File: config.mk
export PLATFORM = sky130hd
export DESIGN_NAME = ext_pipe_flat
export DESIGN_NICKNAME = d
export VERILOG_FILES = /design/src/rtl/ext_pipe_if.sv /design/src/rtl/ext_pipe.sv /design/src/flat_wrapper.sv
export SDC_FILE = /design/constraint.sdc
export NUM_CORES = 1
export LEC_CHECK = 0
export ABC_AREA = 1
export BUFFER_PORTS_ARGS = -buffer_cell sky130_fd_sc_hd__buf_2
export CORE_MARGIN = 2
export CORE_UTILIZATION = 49
export DETAILED_ROUTE_END_ITERATION = 16
export HOLD_SLACK_MARGIN = 0.06
export PLACE_DENSITY = 0.81
export SYNTH_ARGS = -nofsm -noshare
export SYNTH_HDL_FRONTEND = slang
export SYNTH_SLANG_ARGS = --single-unit
File: constraint.sdc
create_clock -name clk -period 2.4 [get_ports clk]
set_input_delay 0.36 -clock clk [delete_from_list [all_inputs] [get_ports clk]]
set_output_delay 0.36 -clock clk [all_outputs]
set_load 0.05 [all_outputs]
File: src/rtl/ext_pipe_if.sv
// Handshake bundle for ext_pipe: input beat side plus output FIFO head side.
// The master drives beats and out_ready; the slave (ext_pipe) returns results.
interface ext_pipe_if #(
    parameter int OUT_W = 32,
    parameter int DEPTH = 2,
    parameter int TAG_W = 5
);
    localparam int OFF_W = $clog2(OUT_W / 8);
    localparam int LVL_W = $clog2(DEPTH + 1);

    logic             in_valid;
    logic             in_ready;
    logic [2:0]       in_op;
    logic [OUT_W-1:0] in_data;
    logic [OFF_W-1:0] in_off;
    logic [TAG_W-1:0] in_tag;

    logic             out_valid;
    logic             out_ready;
    logic [OUT_W-1:0] out_data;
    logic             out_exc;
    logic [TAG_W-1:0] out_tag;
    logic [LVL_W-1:0] level;

    modport master (
        output in_valid, in_op, in_data, in_off, in_tag, out_ready,
        input  in_ready, out_valid, out_data, out_exc, out_tag, level
    );

    modport slave (
        input  in_valid, in_op, in_data, in_off, in_tag, out_ready,
        output in_ready, out_valid, out_data, out_exc, out_tag, level
    );
endinterface

File: src/rtl/ext_pipe.sv
// Operand extender (immediate and load-lane modes) feeding a circular output FIFO.
// Macro EXT_PIPE_ALIGN_CHK_EN enables the per-entry halfword misalignment flag.
module ext_pipe #(
    parameter int IN_W  = 16,
    parameter int OUT_W = 32,
    parameter int DEPTH = 2,
    parameter int TAG_W = 5
) (
    input  logic         clk,
    input  logic         reset,
    ext_pipe_if.slave    bus
);
    localparam int OFF_W = $clog2(OUT_W / 8);
    localparam int LVL_W = $clog2(DEPTH + 1);
    localparam int PTR_W = (DEPTH > 1) ? $clog2(DEPTH) : 1;
    localparam int NB    = OUT_W / 8;
    localparam int NH    = OUT_W / 16;

    localparam logic [2:0] OP_ZERO = 3'd0;
    localparam logic [2:0] OP_SIGN = 3'd1;
    localparam logic [2:0] OP_LUI  = 3'd2;
    localparam logic [2:0] OP_BZ   = 3'd3;
    localparam logic [2:0] OP_BS   = 3'd4;
    localparam logic [2:0] OP_HZ   = 3'd5;
    localparam logic [2:0] OP_HS   = 3'd6;

    logic [7:0]        w_byte [NB];
    logic [15:0]       w_half [NH];
    logic [7:0]        w_sel_byte;
    logic [15:0]       w_sel_half;
    logic [IN_W-1:0]   w_imm;
    logic [OUT_W-1:0]  w_result;
    logic              w_in_ready;
    logic              w_push;
    logic              w_pop;
    logic              w_nonempty;

    logic [PTR_W-1:0]  r_wr_ptr;
    logic [PTR_W-1:0]  r_rd_ptr;
    logic [LVL_W-1:0]  r_count;
    logic [OUT_W-1:0]  r_mem_data [DEPTH];
    logic [TAG_W-1:0]  r_mem_tag  [DEPTH];

    // Little-endian lane views of the operand.
    generate
        for (genvar gi = 0; gi < NB; gi++) begin : g_byte
            assign w_byte[gi] = bus.in_data[gi*8 +: 8];
        end
        for (genvar gi = 0; gi < NH; gi++) begin : g_half
            assign w_half[gi] = bus.in_data[gi*16 +: 16];
        end
    endgenerate

    // Halfword select drops in_off[0]; a misaligned beat still yields the aligned lane.
    assign w_sel_byte = w_byte[bus.in_off];
    assign w_sel_half = w_half[bus.in_off[OFF_W-1:1]];
    assign w_imm      = bus.in_data[IN_W-1:0];

    always_comb begin
        w_result = bus.in_data;
        case (bus.in_op)
            OP_ZERO: w_result = {{(OUT_W-IN_W){1'b0}}, w_imm};
            OP_SIGN: w_result = {{(OUT_W-IN_W){w_imm[IN_W-1]}}, w_imm};
            OP_LUI:  w_result = {w_imm, {(OUT_W-IN_W){1'b0}}};
            OP_BZ:   w_result = {{(OUT_W-8){1'b0}}, w_sel_byte};
            OP_BS:   w_result = {{(OUT_W-8){w_sel_byte[7]}}, w_sel_byte};
            OP_HZ:   w_result = {{(OUT_W-16){1'b0}}, w_sel_half};
            OP_HS:   w_result = {{(OUT_W-16){w_sel_half[15]}}, w_sel_half};
            default: w_result = bus.in_data;
        endcase
    end

    // A full FIFO can still take a beat when the head leaves in the same cycle.
    assign w_nonempty = (r_count != '0);
    assign w_in_ready = (r_count < LVL_W'(DEPTH)) || bus.out_ready;
    assign w_push     = bus.in_valid && w_in_ready;
    assign w_pop      = w_nonempty && bus.out_ready;

    function automatic logic [PTR_W-1:0] f_ptr_next(input logic [PTR_W-1:0] p);
        return (p == PTR_W'(DEPTH - 1)) ? '0 : p + 1'b1;
    endfunction

    always_ff @(posedge clk or negedge reset) begin
        if (!reset) begin
            r_wr_ptr <= '0;
            r_rd_ptr <= '0;
            r_count  <= '0;
        end else begin
            if (w_push) r_wr_ptr <= f_ptr_next(r_wr_ptr);
            if (w_pop)  r_rd_ptr <= f_ptr_next(r_rd_ptr);
            case ({w_push, w_pop})
                2'b10:   r_count <= r_count + 1'b1;
                2'b01:   r_count <= r_count - 1'b1;
                default: r_count <= r_count;
            endcase
        end
    end

    // Storage needs no reset: occupancy gates every read, and the head is read
    // asynchronously so a result is visible the cycle after it is accepted.
    always_ff @(posedge clk) begin
        if (w_push) begin
            r_mem_data[r_wr_ptr] <= w_result;
            r_mem_tag[r_wr_ptr]  <= bus.in_tag;
        end
    end

`ifdef EXT_PIPE_ALIGN_CHK_EN
    logic w_exc;
    logic r_mem_exc [DEPTH];

    assign w_exc = ((bus.in_op == OP_HZ) || (bus.in_op == OP_HS)) && bus.in_off[0];

    always_ff @(posedge clk) begin
        if (w_push) r_mem_exc[r_wr_ptr] <= w_exc;
    end

    assign bus.out_exc = w_nonempty ? r_mem_exc[r_rd_ptr] : 1'b0;
`else
    assign bus.out_exc = 1'b0;
`endif

    assign bus.in_ready  = w_in_ready;
    assign bus.out_valid = w_nonempty;
    assign bus.out_data  = w_nonempty ? r_mem_data[r_rd_ptr] : '0;
    assign bus.out_tag   = w_nonempty ? r_mem_tag[r_rd_ptr]  : '0;
    assign bus.level     = r_count;
endmodule

File: src/flat_wrapper.sv
// flat-port wrapper written by rule: the top's interface ports become plain ports
module ext_pipe_flat 
#(
    parameter int IN_W  = 16,
    parameter int OUT_W = 32,
    parameter int DEPTH = 2,
    parameter int TAG_W = 5
)
  (clk, reset, bus_in_valid, bus_in_op, bus_in_data, bus_in_off, bus_in_tag, bus_out_ready, bus_in_ready, bus_out_valid, bus_out_data, bus_out_exc, bus_out_tag, bus_level);
  ext_pipe_if #(.OUT_W(OUT_W), .DEPTH(DEPTH), .TAG_W(TAG_W)) bus_i ();
  input  logic clk;
  input  logic reset;
  input wire logic [$bits(bus_i.in_valid)-1:0] bus_in_valid;
  input wire logic [$bits(bus_i.in_op)-1:0] bus_in_op;
  input wire logic [$bits(bus_i.in_data)-1:0] bus_in_data;
  input wire logic [$bits(bus_i.in_off)-1:0] bus_in_off;
  input wire logic [$bits(bus_i.in_tag)-1:0] bus_in_tag;
  input wire logic [$bits(bus_i.out_ready)-1:0] bus_out_ready;
  output wire logic [$bits(bus_i.in_ready)-1:0] bus_in_ready;
  output wire logic [$bits(bus_i.out_valid)-1:0] bus_out_valid;
  output wire logic [$bits(bus_i.out_data)-1:0] bus_out_data;
  output wire logic [$bits(bus_i.out_exc)-1:0] bus_out_exc;
  output wire logic [$bits(bus_i.out_tag)-1:0] bus_out_tag;
  output wire logic [$bits(bus_i.level)-1:0] bus_level;
  assign bus_i.in_valid = bus_in_valid;
  assign bus_i.in_op = bus_in_op;
  assign bus_i.in_data = bus_in_data;
  assign bus_i.in_off = bus_in_off;
  assign bus_i.in_tag = bus_in_tag;
  assign bus_i.out_ready = bus_out_ready;
  assign bus_in_ready = bus_i.in_ready;
  assign bus_out_valid = bus_i.out_valid;
  assign bus_out_data = bus_i.out_data;
  assign bus_out_exc = bus_i.out_exc;
  assign bus_out_tag = bus_i.out_tag;
  assign bus_level = bus_i.level;
  ext_pipe #(.IN_W(IN_W), .OUT_W(OUT_W), .DEPTH(DEPTH), .TAG_W(TAG_W)) u_core (.clk(clk), .reset(reset), .bus(bus_i));
endmodule
# == After elaboration in Yosys (flattened, before gate mapping) ==
# Memory sizes are Yosys's and may differ from the RTL's.
# Index checks and enable logic that the tools add are counted.
# word_totals
regBits,4
mem_bits_rw,74
input_bits,46
output_inout_bits,42
n_memories,2
# op_classes
add_sub_neg,4
magnitude_cmp,3
n_eq_ne,8
n_mux,14
n_bitwise,2
reduce_logical,6
# memory_table
memory,depth,word_bits,rd,rd_clocked_by_memory_dff,wr,line,rtl
u_core.r_mem_data,2,32,1,0,1,ext_pipe.sv:41,logic [OUT_W-1:0] r_mem_data [DEPTH];
u_core.r_mem_tag,2,5,1,0,1,ext_pipe.sv:42,logic [TAG_W-1:0] r_mem_tag [DEPTH];
# ops
op,n
32-bit one-hot mux with 7 select lines,1
16-bit 2-to-1 mux,3
32-bit 2-to-1 mux,1
8-bit binary-select mux with 2-bit select,1
8-bit 2-to-1 mux,2
3-bit == test (second input constant),3
3-bit by 2-bit == test with 1-bit output (second input constant),2
5-bit 2-to-1 mux,1
1-bit 2-to-1 mux,4
2-bit one-hot mux with 2 select lines,1
2-bit nonzero test,2
3-bit by 1-bit == test with 1-bit output (second input constant),1
3-bit >= comparator (second input constant),1
3-bit logical NOT,1
2-bit NOT with 3-bit output,1
1-bit adder (second input constant),2
2-bit by 1-bit adder with 2-bit output (second input constant),1
2-bit by 1-bit == test with 1-bit output (second input constant),1
2-bit == test (second input constant),1
2-bit >= comparator (second input constant),1
1-bit logical AND,2
2-bit < comparator (second input constant),1
1-bit NOT with 2-bit output,1
2-bit by 1-bit subtractor with 2-bit output (second input constant),1
1-bit logical OR,1

# == Longest topological paths before layout ==
# depth
ltp_word,5
ltp_mapped,8
depth_no_buf,7

# == Least setup slack after synthesis ==
# No wires, ideal clock.
# synth_timing
path_kind,register -> register
from,reg u_core.r_count[1] (netlist: u_core.bus.level[1])
to,"mem u_core.r_mem_data[1][0], enable pin"
t_arrival_ns,2.839
path_slack_ns,-0.872
path_stages_with_launch,4
path_buffers,0
synth_period_minus_slack_ns,3.272
cell_sequence,dfrtp_1 -> nand2_1 -> nand2_1 -> nor2_1
# synth_between
elab_chain_len,5
# synth_rtl
item,line,rtl
from (decl),ext_pipe.sv:40,logic [LVL_W-1:0] r_count;
from (signal assigned),ext_pipe.sv:92,2'b10: r_count <= r_count + 1'b1;
from (signal assigned),ext_pipe.sv:93,2'b01: r_count <= r_count - 1'b1;
from (signal assigned),ext_pipe.sv:94,default: r_count <= r_count;
2-bit < comparator,ext_pipe.sv:75,assign w_in_ready = (r_count < LVL_W'(DEPTH)) || bus.out_ready;
1-bit logical OR,ext_pipe.sv:75,
via bus_in_ready,flat_wrapper.sv:19,output wire logic [$bits(bus_i.in_ready)-1:0] bus_in_ready;
1-bit logical AND,ext_pipe.sv:76,assign w_push = bus.in_valid && w_in_ready;
1-bit 2-to-1 mux,ext_pipe.sv:102,if (w_push) begin
1-bit 2-to-1 mux (not written as such),ext_pipe.sv:103,r_mem_data[r_wr_ptr] <= w_result;
to (decl),ext_pipe.sv:41,
# The timed path passes the listed nets, and every way through them passes these cells.

# == Worst setup path in the final report ==
# layout_timing
from,reg u_core.r_rd_ptr
to,out bus_out_data[5]
# layout_between
elab_chain_len,2
# layout_rtl
item,line,rtl
from (decl),ext_pipe.sv:39,logic [PTR_W-1:0] r_rd_ptr;
from (signal assigned),ext_pipe.sv:90,if (w_pop) r_rd_ptr <= f_ptr_next(r_rd_ptr);
memory read 2 x 32 bit,--,
32-bit 2-to-1 mux,ext_pipe.sv:125,assign bus.out_data = w_nonempty ? r_mem_data[r_rd_ptr] : '0;
to (decl),flat_wrapper.sv:21,output wire logic [$bits(bus_i.out_data)-1:0] bus_out_data;
# No other way between the ends.

==> impl_metrics.ini <==
[outcome]
run_status = finished clean

[power]
power_share_of_the_sequential_group_pct = 31.5
internal_power_uw = 3130
power_switching_share_pct = 49.4
netSwitchingPower_uw = 3060
clkPwrFrac_pct = 18.2
vdd_drop_max_v = 0.000517
powerDensity_nw_per_um2 = 1320
fraction_of_power_consumed_by_combinational_cells_pct = 50.3
power.total_uw = 6190
power.static_leakage_uw = 0.00211

[setup_path]
critical-path-top-delay-family = buffers and inverters
critPathCaptureType = output pin
worst-setup-path-type = flop to output pin
r2r-end = u_core.bus.level[1]$_DFFE_PN0P_
rr_startpoint = u_core.bus.level[0]$_DFFE_PN0P_
critical_path.startpoint = u_core.r_rd_ptr$_DFFE_PN0P_
reg2reg_slack_ps = 630
worst-path-max-fanout = 19
cells_along_the_critical_path = inv_2 > buf_4 > nand2_1 > a21oi_1 > buf_2
worst-endpoint-required_ps = 2040
cp_data_arrival_time_ps = 1830
cp-start-kind = flop
worst_path_largest_cell_delay_ps = 390
crit_cells = 5
critical_path.endpoint = bus_out_data[5]
critical_path.slowest_cell = sky130_fd_sc_hd__dfrtp_1
critical_path_buf_inv_count = 3
reg2regPathDepth = 7

[job]
drv_cap = 0

[placement]
numPortBuffers = 86
total_placed_instance_area_um2 = 4460
gpl.final_weighted_congestion = 0.934
hpwlAfterDp_mm = 6.93

[synthesis]
synth_top_area_share_pct = 56.6
ys_warn_count = 0
synth.distinct_cells = 22
post_synth_instance_area_um2 = 3930
ranking_of_synthesized_cells_by_area = sky130_fd_sc_hd__edfxtp_1 (57%), sky130_fd_sc_hd__nand2_1 (16%), sky130_fd_sc_hd__a21oi_1 (8.5%), sky130_fd_sc_hd__nand3_1 (4.3%), sky130_fd_sc_hd__inv_1 (2.7%)
synth_top_flop_cell = sky130_fd_sc_hd__edfxtp_1
avgSynthCellArea_um2 = 8.92
postSynthCellCount = 440
synth_nets = 487
number_of_enable_flip_flop_cells_after_synthesis = 74
synth_seq_area_share_pct = 59.1
synth_top_area_cell = sky130_fd_sc_hd__edfxtp_1
ys_ff_latch = 78
ys_async_sr_fraction_pct = 5.13

[sta]
tightest_slew_ps = 694
worst_slew_margin_rel_pct = 53.7
clock.fmax_mhz = 456
hold_slack_ps = 196
layout_worst_path_cycle_share_pct = 91.4
setup_tns_ps = 0
fin_crit_ps = 2190
fin_worst_skew_ps = 7.81
report.final.hold_viol_count = 0
setup_violation_total_in_the_final_timing_report = 0
slew_violations = 0
rsz0062_at_grt = false

[global_routing]
overflow = 0
global_route_wire_length_before_repair_mm = 15.8
globalRouteMet2Util_pct = 38.1
grt_start_max_net_pins = 40
groute.usage.overall_pct = 24.1
gr-usage-met3_pct = 4.03
antenna_violations_before_repair = 0
grtUsageMet1_pct = 32.8
first_global_vias = 3236
grt_busiest_layer = met2

[floorplanning]
start_util_pct = 50.8
fp-row-count = 32
die_w_um = 93.5
floorplan.die_area_um2 = 8750
core_area_um2 = 7730
dieHeight_um = 93.5
io_pins = 88

[cells_and_area]
insertedDiodeCount = 0
finish.net_count = 569
area_growth_pct = 19.7
fill_cells = 651
stdcell_area_um2 = 4700
layout.core_utilization_pct = 60.8
drive_gt1_share_pct = 22.8

[drt]
detailedRoute.firstIterationViolations = 357
drt-total-wl_mm = 10.3
detail_route.vias_per_cell = 5.59
routed-via-count = 3515
first_pass_iters = 5
post_drt_wl_per_cell_um = 16.4
ant_nets = 0
drt_drc_violations_left = 0

[cts]
cts_num_sinks = 78
clk_pin_slew_ps = 90
cts_tree = built
clock_insertion_delay_worst_skew_ps = 350
clock_tree.htree_level_count = 3
tritoncts.num_buffers = 9
cts_root_buffer = sky130_fd_sc_hd__clkbuf_8
max-clock-path-buffers = 2

[min_path]
hp-class = input pin to flop
## area by class of cell
class	instances	area (µm²)	share of cell area, %
clock buffer	10	138	2.93
clock inverter	6	92.6	1.97
inverter	30	113	2.40
multi-input combinational	308	1400	29.7
sequential	78	2320	49.4
tap	102	128	2.71
timing repair buffer	95	513	10.9
## metal layers
layer / part of all wire, % / vias up
met2: 46 / 212
met5: 0 / -
met3: 10 / 19
li1: - / 1658
met4: 2.6 / 0
met1: 41 / 1626
## how the worst min path moves through the flow
stage | startpoint | end | cells after the start
2_1_floorplan | reset | u_core.bus.level[0]$_DFFE_PN0P_ | 0
3_3_place_gp | reset | u_core.r_wr_ptr$_DFFE_PN0P_ | 1
3_5_place_dp | reset | u_core.r_rd_ptr$_DFFE_PN0P_ | 1
4_1_cts | bus_in_tag[4] | u_core.r_mem_tag[1][4]$_DFFE_PP_ | 1
5_1_grt | bus_in_tag[4] | u_core.r_mem_tag[0][4]$_DFFE_PP_ | 1
6_report | bus_in_tag[4] | u_core.r_mem_tag[1][4]$_DFFE_PP_ | 1
## cells in the mapped netlist (2+ instances only)
cell,count
sky130_fd_sc_hd__buf_2,10
sky130_fd_sc_hd__buf_4,3
sky130_fd_sc_hd__nand2_1,170
sky130_fd_sc_hd__buf_1,5
sky130_fd_sc_hd__edfxtp_1,74
sky130_fd_sc_hd__dfrtp_1,4
sky130_fd_sc_hd__inv_1,28
sky130_fd_sc_hd__o21ai_0,3
sky130_fd_sc_hd__inv_2,2
sky130_fd_sc_hd__nand3_1,34
sky130_fd_sc_hd__xnor2_1,2
sky130_fd_sc_hd__nand3_2,3
sky130_fd_sc_hd__clkbuf_1,6
sky130_fd_sc_hd__nor2_1,7
sky130_fd_sc_hd__nand4_1,16
sky130_fd_sc_hd__a21oi_1,67
## placed cells by master (no fill, tap or decap), types with 2 or more instances in the layout
cell type                    count
sky130_fd_sc_hd__dfrtp_1         4
sky130_fd_sc_hd__nor2_1          4
sky130_fd_sc_hd__nor2_4          2
sky130_fd_sc_hd__inv_1          28
sky130_fd_sc_hd__clkbuf_8       10
sky130_fd_sc_hd__clkinvlp_4      2
sky130_fd_sc_hd__o21ai_0         3
sky130_fd_sc_hd__inv_2           2
sky130_fd_sc_hd__nand2_1       170
sky130_fd_sc_hd__nor2_2          2
sky130_fd_sc_hd__nand4_1        16
sky130_fd_sc_hd__bufinv_16       2
sky130_fd_sc_hd__buf_2          86
sky130_fd_sc_hd__edfxtp_1       74
sky130_fd_sc_hd__nand3_2         3
sky130_fd_sc_hd__a21oi_1        67
sky130_fd_sc_hd__xnor2_1         2
sky130_fd_sc_hd__buf_4           7
sky130_fd_sc_hd__nand3_1        34
## flip-flops by register name, indices dropped and copies added, names as in the netlist
register	count
u_core.r_mem_data	64
u_core.r_mem_tag	10
u_core.bus.level	2
u_core.r_rd_ptr	1
u_core.r_wr_ptr	1
## power by group through the flow
stage / clock, µW / sequential (µW) / combinational (µW)
6_report: 1120 / 1950 / 3110
5_1_grt: 1190 / 1980 / 3300
4_1_cts: 1140 / 1950 / 3130
3_5_place_dp: 0 / 1980 / 3120
3_3_place_gp: 0 / 1970 / 3090
2_1_floorplan: 0 / 2020 / 2300
## cells by family (layout without fill, tap and decap cells)
family / Yosys count / after routing / share of synthesized area (%)
compound gates: 71 / 71 / 9.11
other cells: 1 / 1 / 0.0955
simple gates: 232 / 232 / 24.9
buf+inv: 54 / 141 / 5.77
fa+ha+maj: 1 / 1 / 0.319
xor+xnor: 3 / 3 / 0.669
flops: 78 / 78 / 59.1
## timing repair
item	4_1_cts	5_1_grt
hold endpoints to repair	4	0
setup buffers	0	0
endpoints found under the setup margin	0	0
hold buffers	1	0
gates resized for setup	0	0
## metrics by stage
stage,setup slack (ps),cells
2_1_floorplan,-283,440
3_3_place_gp,486,612
3_5_place_dp,459,612
4_1_cts,206,629
5_1_grt,126,629
6_report,207,629
No activity file was read; power rests on OpenSTA's default activity.
